$ cat src/rtl/rv_pkg.sv
// Shared RV32I decode constants: opcodes, ALU operation codes,
// result-source selects and the immediate-format enum.
package rv_pkg;

  localparam logic [6:0] OP_LW  = 7'b0000011;
  localparam logic [6:0] OP_SW  = 7'b0100011;
  localparam logic [6:0] OP_R   = 7'b0110011;
  localparam logic [6:0] OP_I   = 7'b0010011;
  localparam logic [6:0] OP_BEQ = 7'b1100011;
  localparam logic [6:0] OP_JAL = 7'b1101111;

  localparam logic [2:0] ALU_ADD = 3'b000;
  localparam logic [2:0] ALU_SUB = 3'b001;
  localparam logic [2:0] ALU_AND = 3'b010;
  localparam logic [2:0] ALU_OR  = 3'b011;
  localparam logic [2:0] ALU_SLT = 3'b101;

  localparam logic [1:0] RES_ALU = 2'b00;
  localparam logic [1:0] RES_MEM = 2'b01;
  localparam logic [1:0] RES_PC4 = 2'b10;

  typedef enum logic [1:0] {
    IMM_I = 2'b00,
    IMM_S = 2'b01,
    IMM_B = 2'b10,
    IMM_J = 2'b11
  } imm_src_t;

endpackage

$ cat src/rtl/decode_ctrl.sv
// Combinational main/ALU decoder: opcode and funct fields in,
// control bundle, immediate format and illegal flag out.
module decode_ctrl
  import rv_pkg::*;
(
  input  logic [6:0] op,
  input  logic [2:0] funct3,
  input  logic       funct7_5,
  output logic       reg_write,
  output logic       mem_write,
  output logic       alu_src,
  output logic       branch,
  output logic       jump,
  output logic [1:0] result_src,
  output logic [2:0] alu_ctrl,
  output imm_src_t   imm_src,
  output logic       uses_rs2,
  output logic       illegal
);

  // Decode opcode/funct into control; any unsupported encoding zeroes all control
  always_comb begin
    reg_write  = 1'b0;
    mem_write  = 1'b0;
    alu_src    = 1'b0;
    branch     = 1'b0;
    jump       = 1'b0;
    result_src = RES_ALU;
    alu_ctrl   = ALU_ADD;
    imm_src    = IMM_I;
    uses_rs2   = 1'b0;
    illegal    = 1'b0;
    case (op)
      OP_LW: begin
        reg_write  = 1'b1;
        alu_src    = 1'b1;
        result_src = RES_MEM;
      end
      OP_SW: begin
        mem_write = 1'b1;
        alu_src   = 1'b1;
        imm_src   = IMM_S;
        uses_rs2  = 1'b1;
      end
      OP_R, OP_I: begin
        reg_write = 1'b1;
        alu_src   = (op == OP_I);
        uses_rs2  = (op == OP_R);
        case (funct3)
          3'b000:  alu_ctrl = (op == OP_R && funct7_5) ? ALU_SUB : ALU_ADD;
          3'b010:  alu_ctrl = ALU_SLT;
          3'b110:  alu_ctrl = ALU_OR;
          3'b111:  alu_ctrl = ALU_AND;
          default: illegal  = 1'b1;
        endcase
      end
      OP_BEQ: begin
        branch   = 1'b1;
        alu_ctrl = ALU_SUB;
        imm_src  = IMM_B;
        uses_rs2 = 1'b1;
      end
      OP_JAL: begin
        jump       = 1'b1;
        reg_write  = 1'b1;
        result_src = RES_PC4;
        imm_src    = IMM_J;
      end
      default: illegal = 1'b1;
    endcase
    if (illegal) begin
      reg_write  = 1'b0;
      mem_write  = 1'b0;
      alu_src    = 1'b0;
      branch     = 1'b0;
      jump       = 1'b0;
      result_src = RES_ALU;
      alu_ctrl   = ALU_ADD;
    end
  end

endmodule

$ cat src/rtl/decode_stage.sv
// RV32I instruction-decode stage: field split, write-back bypass,
// immediate generation, load-use hazard detection and the ID/EX register.
module decode_stage
  import rv_pkg::*;
#(
  parameter int          XLEN     = 32,
  parameter int          REG_AW   = 5,
  parameter logic [31:0] RESET_PC = 32'h0000_0000
) (
  input  logic              clk,
  input  logic              rst,
  input  logic              in_valid,
  output logic              in_ready,
  input  logic [31:0]       instr_d,
  input  logic [XLEN-1:0]   pc_d,
  input  logic [XLEN-1:0]   pc_plus4_d,
  output logic [REG_AW-1:0] rf_a1,
  output logic [REG_AW-1:0] rf_a2,
  input  logic [XLEN-1:0]   rf_rd1,
  input  logic [XLEN-1:0]   rf_rd2,
  input  logic              wb_we,
  input  logic [REG_AW-1:0] wb_rd,
  input  logic [XLEN-1:0]   wb_data,
  input  logic              flush,
  input  logic              ex_ready,
  output logic              ex_valid,
  output logic [XLEN-1:0]   rd1_e,
  output logic [XLEN-1:0]   rd2_e,
  output logic [XLEN-1:0]   imm_e,
  output logic [REG_AW-1:0] rs1_e,
  output logic [REG_AW-1:0] rs2_e,
  output logic [REG_AW-1:0] rd_e,
  output logic [XLEN-1:0]   pc_e,
  output logic [XLEN-1:0]   pc_plus4_e,
  output logic              reg_write_e,
  output logic              mem_write_e,
  output logic              alu_src_e,
  output logic              branch_e,
  output logic              jump_e,
  output logic [1:0]        result_src_e,
  output logic [2:0]        alu_ctrl_e,
  output logic              illegal_e
);

  logic [REG_AW-1:0] rs1_d, rs2_d, rd_d;
  logic [XLEN-1:0]   op1_d, op2_d, imm_d;
  logic              reg_write_d, mem_write_d, alu_src_d, branch_d, jump_d;
  logic [1:0]        result_src_d;
  logic [2:0]        alu_ctrl_d;
  imm_src_t          imm_src_d;
  logic              uses_rs2_d, illegal_d;
  logic              hz, advance;

  // Sign-extend the immediate of the selected instruction format
  function automatic logic [XLEN-1:0] imm_gen(input logic [31:0] i, input imm_src_t s);
    case (s)
      IMM_S:   imm_gen = {{(XLEN-12){i[31]}}, i[31:25], i[11:7]};
      IMM_B:   imm_gen = {{(XLEN-12){i[31]}}, i[7], i[30:25], i[11:8], 1'b0};
      IMM_J:   imm_gen = {{(XLEN-20){i[31]}}, i[19:12], i[20], i[30:21], 1'b0};
      default: imm_gen = {{(XLEN-12){i[31]}}, i[31:20]};
    endcase
  endfunction

  assign rs1_d = instr_d[19:15];
  assign rs2_d = instr_d[24:20];
  assign rd_d  = instr_d[11:7];
  assign rf_a1 = rs1_d;
  assign rf_a2 = rs2_d;

  decode_ctrl u_ctrl (
    .op         (instr_d[6:0]),
    .funct3     (instr_d[14:12]),
    .funct7_5   (instr_d[30]),
    .reg_write  (reg_write_d),
    .mem_write  (mem_write_d),
    .alu_src    (alu_src_d),
    .branch     (branch_d),
    .jump       (jump_d),
    .result_src (result_src_d),
    .alu_ctrl   (alu_ctrl_d),
    .imm_src    (imm_src_d),
    .uses_rs2   (uses_rs2_d),
    .illegal    (illegal_d)
  );

  assign imm_d = imm_gen(instr_d, imm_src_d);

  // Same-cycle write-back bypass: the register file only updates at the edge
  assign op1_d = (wb_we && wb_rd != '0 && wb_rd == rs1_d) ? wb_data : rf_rd1;
  assign op2_d = (wb_we && wb_rd != '0 && wb_rd == rs2_d) ? wb_data : rf_rd2;

  // A load in EX whose destination feeds this instruction must stall one cycle
  assign hz = ex_valid && result_src_e == RES_MEM && rd_e != '0 &&
              (rd_e == rs1_d || (uses_rs2_d && rd_e == rs2_d));

  assign advance  = ex_ready || !ex_valid;
  assign in_ready = advance && !hz && !flush;

  // ID/EX register: flush > hold > bubble > load > drain
  always_ff @(posedge clk or negedge rst) begin
    if (!rst) begin
      ex_valid     <= 1'b0;
      reg_write_e  <= 1'b0;
      mem_write_e  <= 1'b0;
      alu_src_e    <= 1'b0;
      branch_e     <= 1'b0;
      jump_e       <= 1'b0;
      result_src_e <= RES_ALU;
      alu_ctrl_e   <= ALU_ADD;
      illegal_e    <= 1'b0;
      rd1_e        <= '0;
      rd2_e        <= '0;
      imm_e        <= '0;
      rs1_e        <= '0;
      rs2_e        <= '0;
      rd_e         <= '0;
      pc_e         <= XLEN'(RESET_PC);
      pc_plus4_e   <= XLEN'(RESET_PC);
    end else if (flush || (advance && hz)) begin
      ex_valid     <= 1'b0;
      reg_write_e  <= 1'b0;
      mem_write_e  <= 1'b0;
      alu_src_e    <= 1'b0;
      branch_e     <= 1'b0;
      jump_e       <= 1'b0;
      result_src_e <= RES_ALU;
      alu_ctrl_e   <= ALU_ADD;
      illegal_e    <= 1'b0;
    end else if (!advance) begin
      ex_valid <= ex_valid;
    end else if (in_valid) begin
      ex_valid     <= 1'b1;
      reg_write_e  <= reg_write_d && rd_d != '0;
      mem_write_e  <= mem_write_d;
      alu_src_e    <= alu_src_d;
      branch_e     <= branch_d;
      jump_e       <= jump_d;
      result_src_e <= result_src_d;
      alu_ctrl_e   <= alu_ctrl_d;
      illegal_e    <= illegal_d;
      rd1_e        <= op1_d;
      rd2_e        <= op2_d;
      imm_e        <= imm_d;
      rs1_e        <= rs1_d;
      rs2_e        <= rs2_d;
      rd_e         <= rd_d;
      pc_e         <= pc_d;
      pc_plus4_e   <= pc_plus4_d;
    end else begin
      ex_valid <= 1'b0;
    end
  end

endmodule

$ cat config.mk
export PLATFORM = sky130hd
export DESIGN_NAME = decode_stage
export DESIGN_NICKNAME = d
export VERILOG_FILES = /design/src/rtl/rv_pkg.sv /design/src/rtl/decode_ctrl.sv /design/src/rtl/decode_stage.sv
export SDC_FILE = /design/constraint.sdc
export NUM_CORES = 1
export LEC_CHECK = 0
export CAP_MARGIN = 15
export CORE_AREA = 2 2 154 156
export DETAILED_ROUTE_END_ITERATION = 16
export DIE_AREA = 0 0 156 158
export PLACE_DENSITY = 0.73
export SLEW_MARGIN = 20
export SYNTH_ARGS = -nofsm -noshare
export SYNTH_HDL_FRONTEND = slang
export SYNTH_HIERARCHICAL = 1
export SYNTH_SLANG_ARGS = --single-unit
export TNS_END_PERCENT = 50
$ cat constraint.sdc
create_clock -name clk -period 3.95 [get_ports clk]
set_input_delay 0.79 -clock clk [delete_from_list [all_inputs] [get_ports clk]]
set_output_delay 0.79 -clock clk [all_outputs]
set_load 0.05 [all_outputs]
==> run summary <==
Mapped cell area - 0.00852 mm^2
Ys Warns - 6
CTS buffer count - 17
CP max FO - 5
Clock-pin slew on the worst setup and hold paths - 80 ps
DRT Wirelength - 24300 um
DRT iter0 DRCs - 211
Rows - 56
Achievable frequency - 275 MHz
# port buffers - 400
PD cells - 496 mW/mm^2
Clk root buf - clkbuf_16
Critical-path cell list - clkdlybuf4s50_1 > xor2_1 > nor4_1 > a32oi_1 > nor2_1 > nor3b_1 > buf_12
Power Total - 6.59 mW
Average routed wire per standard cell - 19.0 um
Leak - 5.53 nW
Pins Over Slew Limit - 0
DPL Wire Length - 18200 um
Hold WC Path Type - in -> async
Setup repair bufs after CTS - 0
Sink Count - 176
Vias in the first global route - 6341
Hold_ws - 356 ps
GPL Wtd Cong - 0.825
Final hold violation count - 0
Commonest cells after routing, fill and taps aside - clkdlybuf4s50_1, dfrtp_1, mux2_2, mux2_4, mux2i_1
GR Overflow Total - 0
Mapped Cells - 589
Die Area - 0.0246 mm^2
Dpl ws - 364 ps
Worst skew pair latency - 430 ps
Final std cells w/o fill - 1275
Tcrit/Tclk final - 92.0%
Die width - 156 um
Critical path class - in -> out
Max-Cap Viols - 0
DR vias - 6166
Top delay family on crit path - buffers and inverters
Initial antenna violation count - 0
Vias per cell - 4.84
Synth unique cells - 41
Commonest non-fill, non-tap cell in the layout - clkdlybuf4s50_1
Clk buf depth - 2
Worst Path Arrival - 2850 ps
Crit path time final - 3640 ps
First-pass GRT wire length - 36400 um
CP startpoint kind - input pin
Post-route setup TNS - 0 ps
Clock Skews - 16.9 ps
IO Pins - 401
Slowest CP cell - clkdlybuf4s50_1
Share of layout cells above drive strength 1 - 28.8%
Final Worst Setup Slack - 314 ps
Core ar. - 0.0231 mm^2
Synth Flop Type - dfrtp_1
Hold_buf cts - 0
Drt pass-1 iters - 4
Post-Syn Area per Cell - 14.5 um^2
Worst Tran Pin Value - 972 ps
CTS tree - built
Rel. slew slack - 34.6%
Post-synth EDFFs - 0
Count of antenna-violating nets left after detailed routing - 0
Async SR Flop Fraction - 100%
RSZ-0062 raised after global routing - false
Post-CTS resize count - 0
Net count, final - 1175
Area Growth Syn to Fin - 55.9%
Synthesis-stage register bit count - 176
Initial Util - 37.0%
Setup crit end kind - primary output
Final setup viols - 0
# H-tree levels - 4
Ant. Diodes - 0
Slowest Stage Delay on Critical Path - 590 ps
Syn nets - 792
Worst path bufs/invs - 2
GRT Overall Usage - 19.4%
Maximum vdd drop - 252 uV
Placed cells - 1243
Largest net degree at the start of global routing - 82
Outcome - finished, final reports clean
DRC - 0
Die H - 158 um
Register area share after synthesis - 51.7%
Worst EP required - 3160 ps
-- state kept, by name, indices dropped and copies added (netlist names) --
register	count
jump_e	1
pc_e	32
alu_src_e	1
alu_ctrl_e	3
rd1_e	32
illegal_e	1
mem_write_e	1
result_src_e	2
imm_e	21
pc_plus4_e	32
rs2_e	5
rd2_e	32
rs1_e	5
rd_e	5
reg_write_e	1
ex_valid	1
branch_e	1
-- stage by stage --
stage / area, um^2 / utilization [%]
2_1_floorplan: 8520 / -
3_3_place_gp: 12700 / 55.2
3_5_place_dp: 12700 / 55.2
4_1_cts: 13300 / 57.6
5_1_grt: 13300 / 57.6
6_report: 13300 / 57.6
-- layer usage --
metal	vias to the layer above	part of all wire, %	track usage, %
li1	2854	-	-
met1	3024	39	22.7
met2	264	50	33.2
met3	24	9.6	7.20
met4	0	1.5	5.81
met5	-	0	0
-- report_power, final --
part | total [mW] | internal [mW] | switching (mW)
logic | 2.68 | 1.05 | 1.63
registers | 2.26 | 2.10 | 0.163
clock network | 1.64 | 0.851 | 0.790
total | 6.59 | 4.00 | 2.58
-- synthesized netlist by cell type (3+ instances only) --
| cell type | count | share of area (%) |
|---|---|---|
| dfrtp_1 | 176 | 52 |
| mux2_2 | 165 | 22 |
| mux2_4 | 60 | 11 |
| buf_4 | 38 | 3.3 |
| mux2i_1 | 20 | 2.3 |
| nor2_1 | 15 | 0.66 |
| nor3_1 | 15 | 0.88 |
| xor2_1 | 14 | 1.4 |
| inv_1 | 10 | 0.44 |
| a31oi_1 | 8 | 0.59 |
| buf_6 | 7 | 0.93 |
| xnor2_1 | 7 | 0.72 |
| a21oi_1 | 6 | 0.35 |
| buf_2 | 4 | 0.23 |
| clkbuf_1 | 4 | 0.18 |
| nand2_1 | 3 | 0.13 |
| nand3_1 | 3 | 0.18 |
| nor2b_1 | 3 | 0.22 |
| nor4_4 | 3 | 0.75 |
-- cell type report --
cell class,count,area [um^2]
clock inverters,13,119
clock buffers,19,443
fillers,1892,9770
flip-flops and latches,176,4400
inverters,10,37.5
well taps,290,363
multi-input cells,349,3690
repair buffers,418,4230
-- path summary, 6_finish.rpt --
path	startpoint	end	slack [ps]	cells past startpoint
max in group asynchronous	rst	rd2_e[23]	2680	2
min	rst	imm_e[4]	360	1
max reg2reg	rd_e[4]	pc_e[5]	1450	6
min in group clk	rd1_e[3]	rd1_e[3]	500	1
min reg2reg	rd1_e[3]	rd1_e[3]	500	1
max	instr_d[23]	in_ready	310	7
-- kinds of logic after synthesis --
group / after synthesis / synth area share, %
muxes: 245 / 34.7
buffers and inverters: 64 / 5.17
and+or+nand+nor: 57 / 4.21
AOI/OAI and AO/OA: 26 / 2.03
xor gates and xnor gates: 21 / 2.16
DFF: 176 / 51.7
No activity file was read; power rests on OpenSTA's default activity.
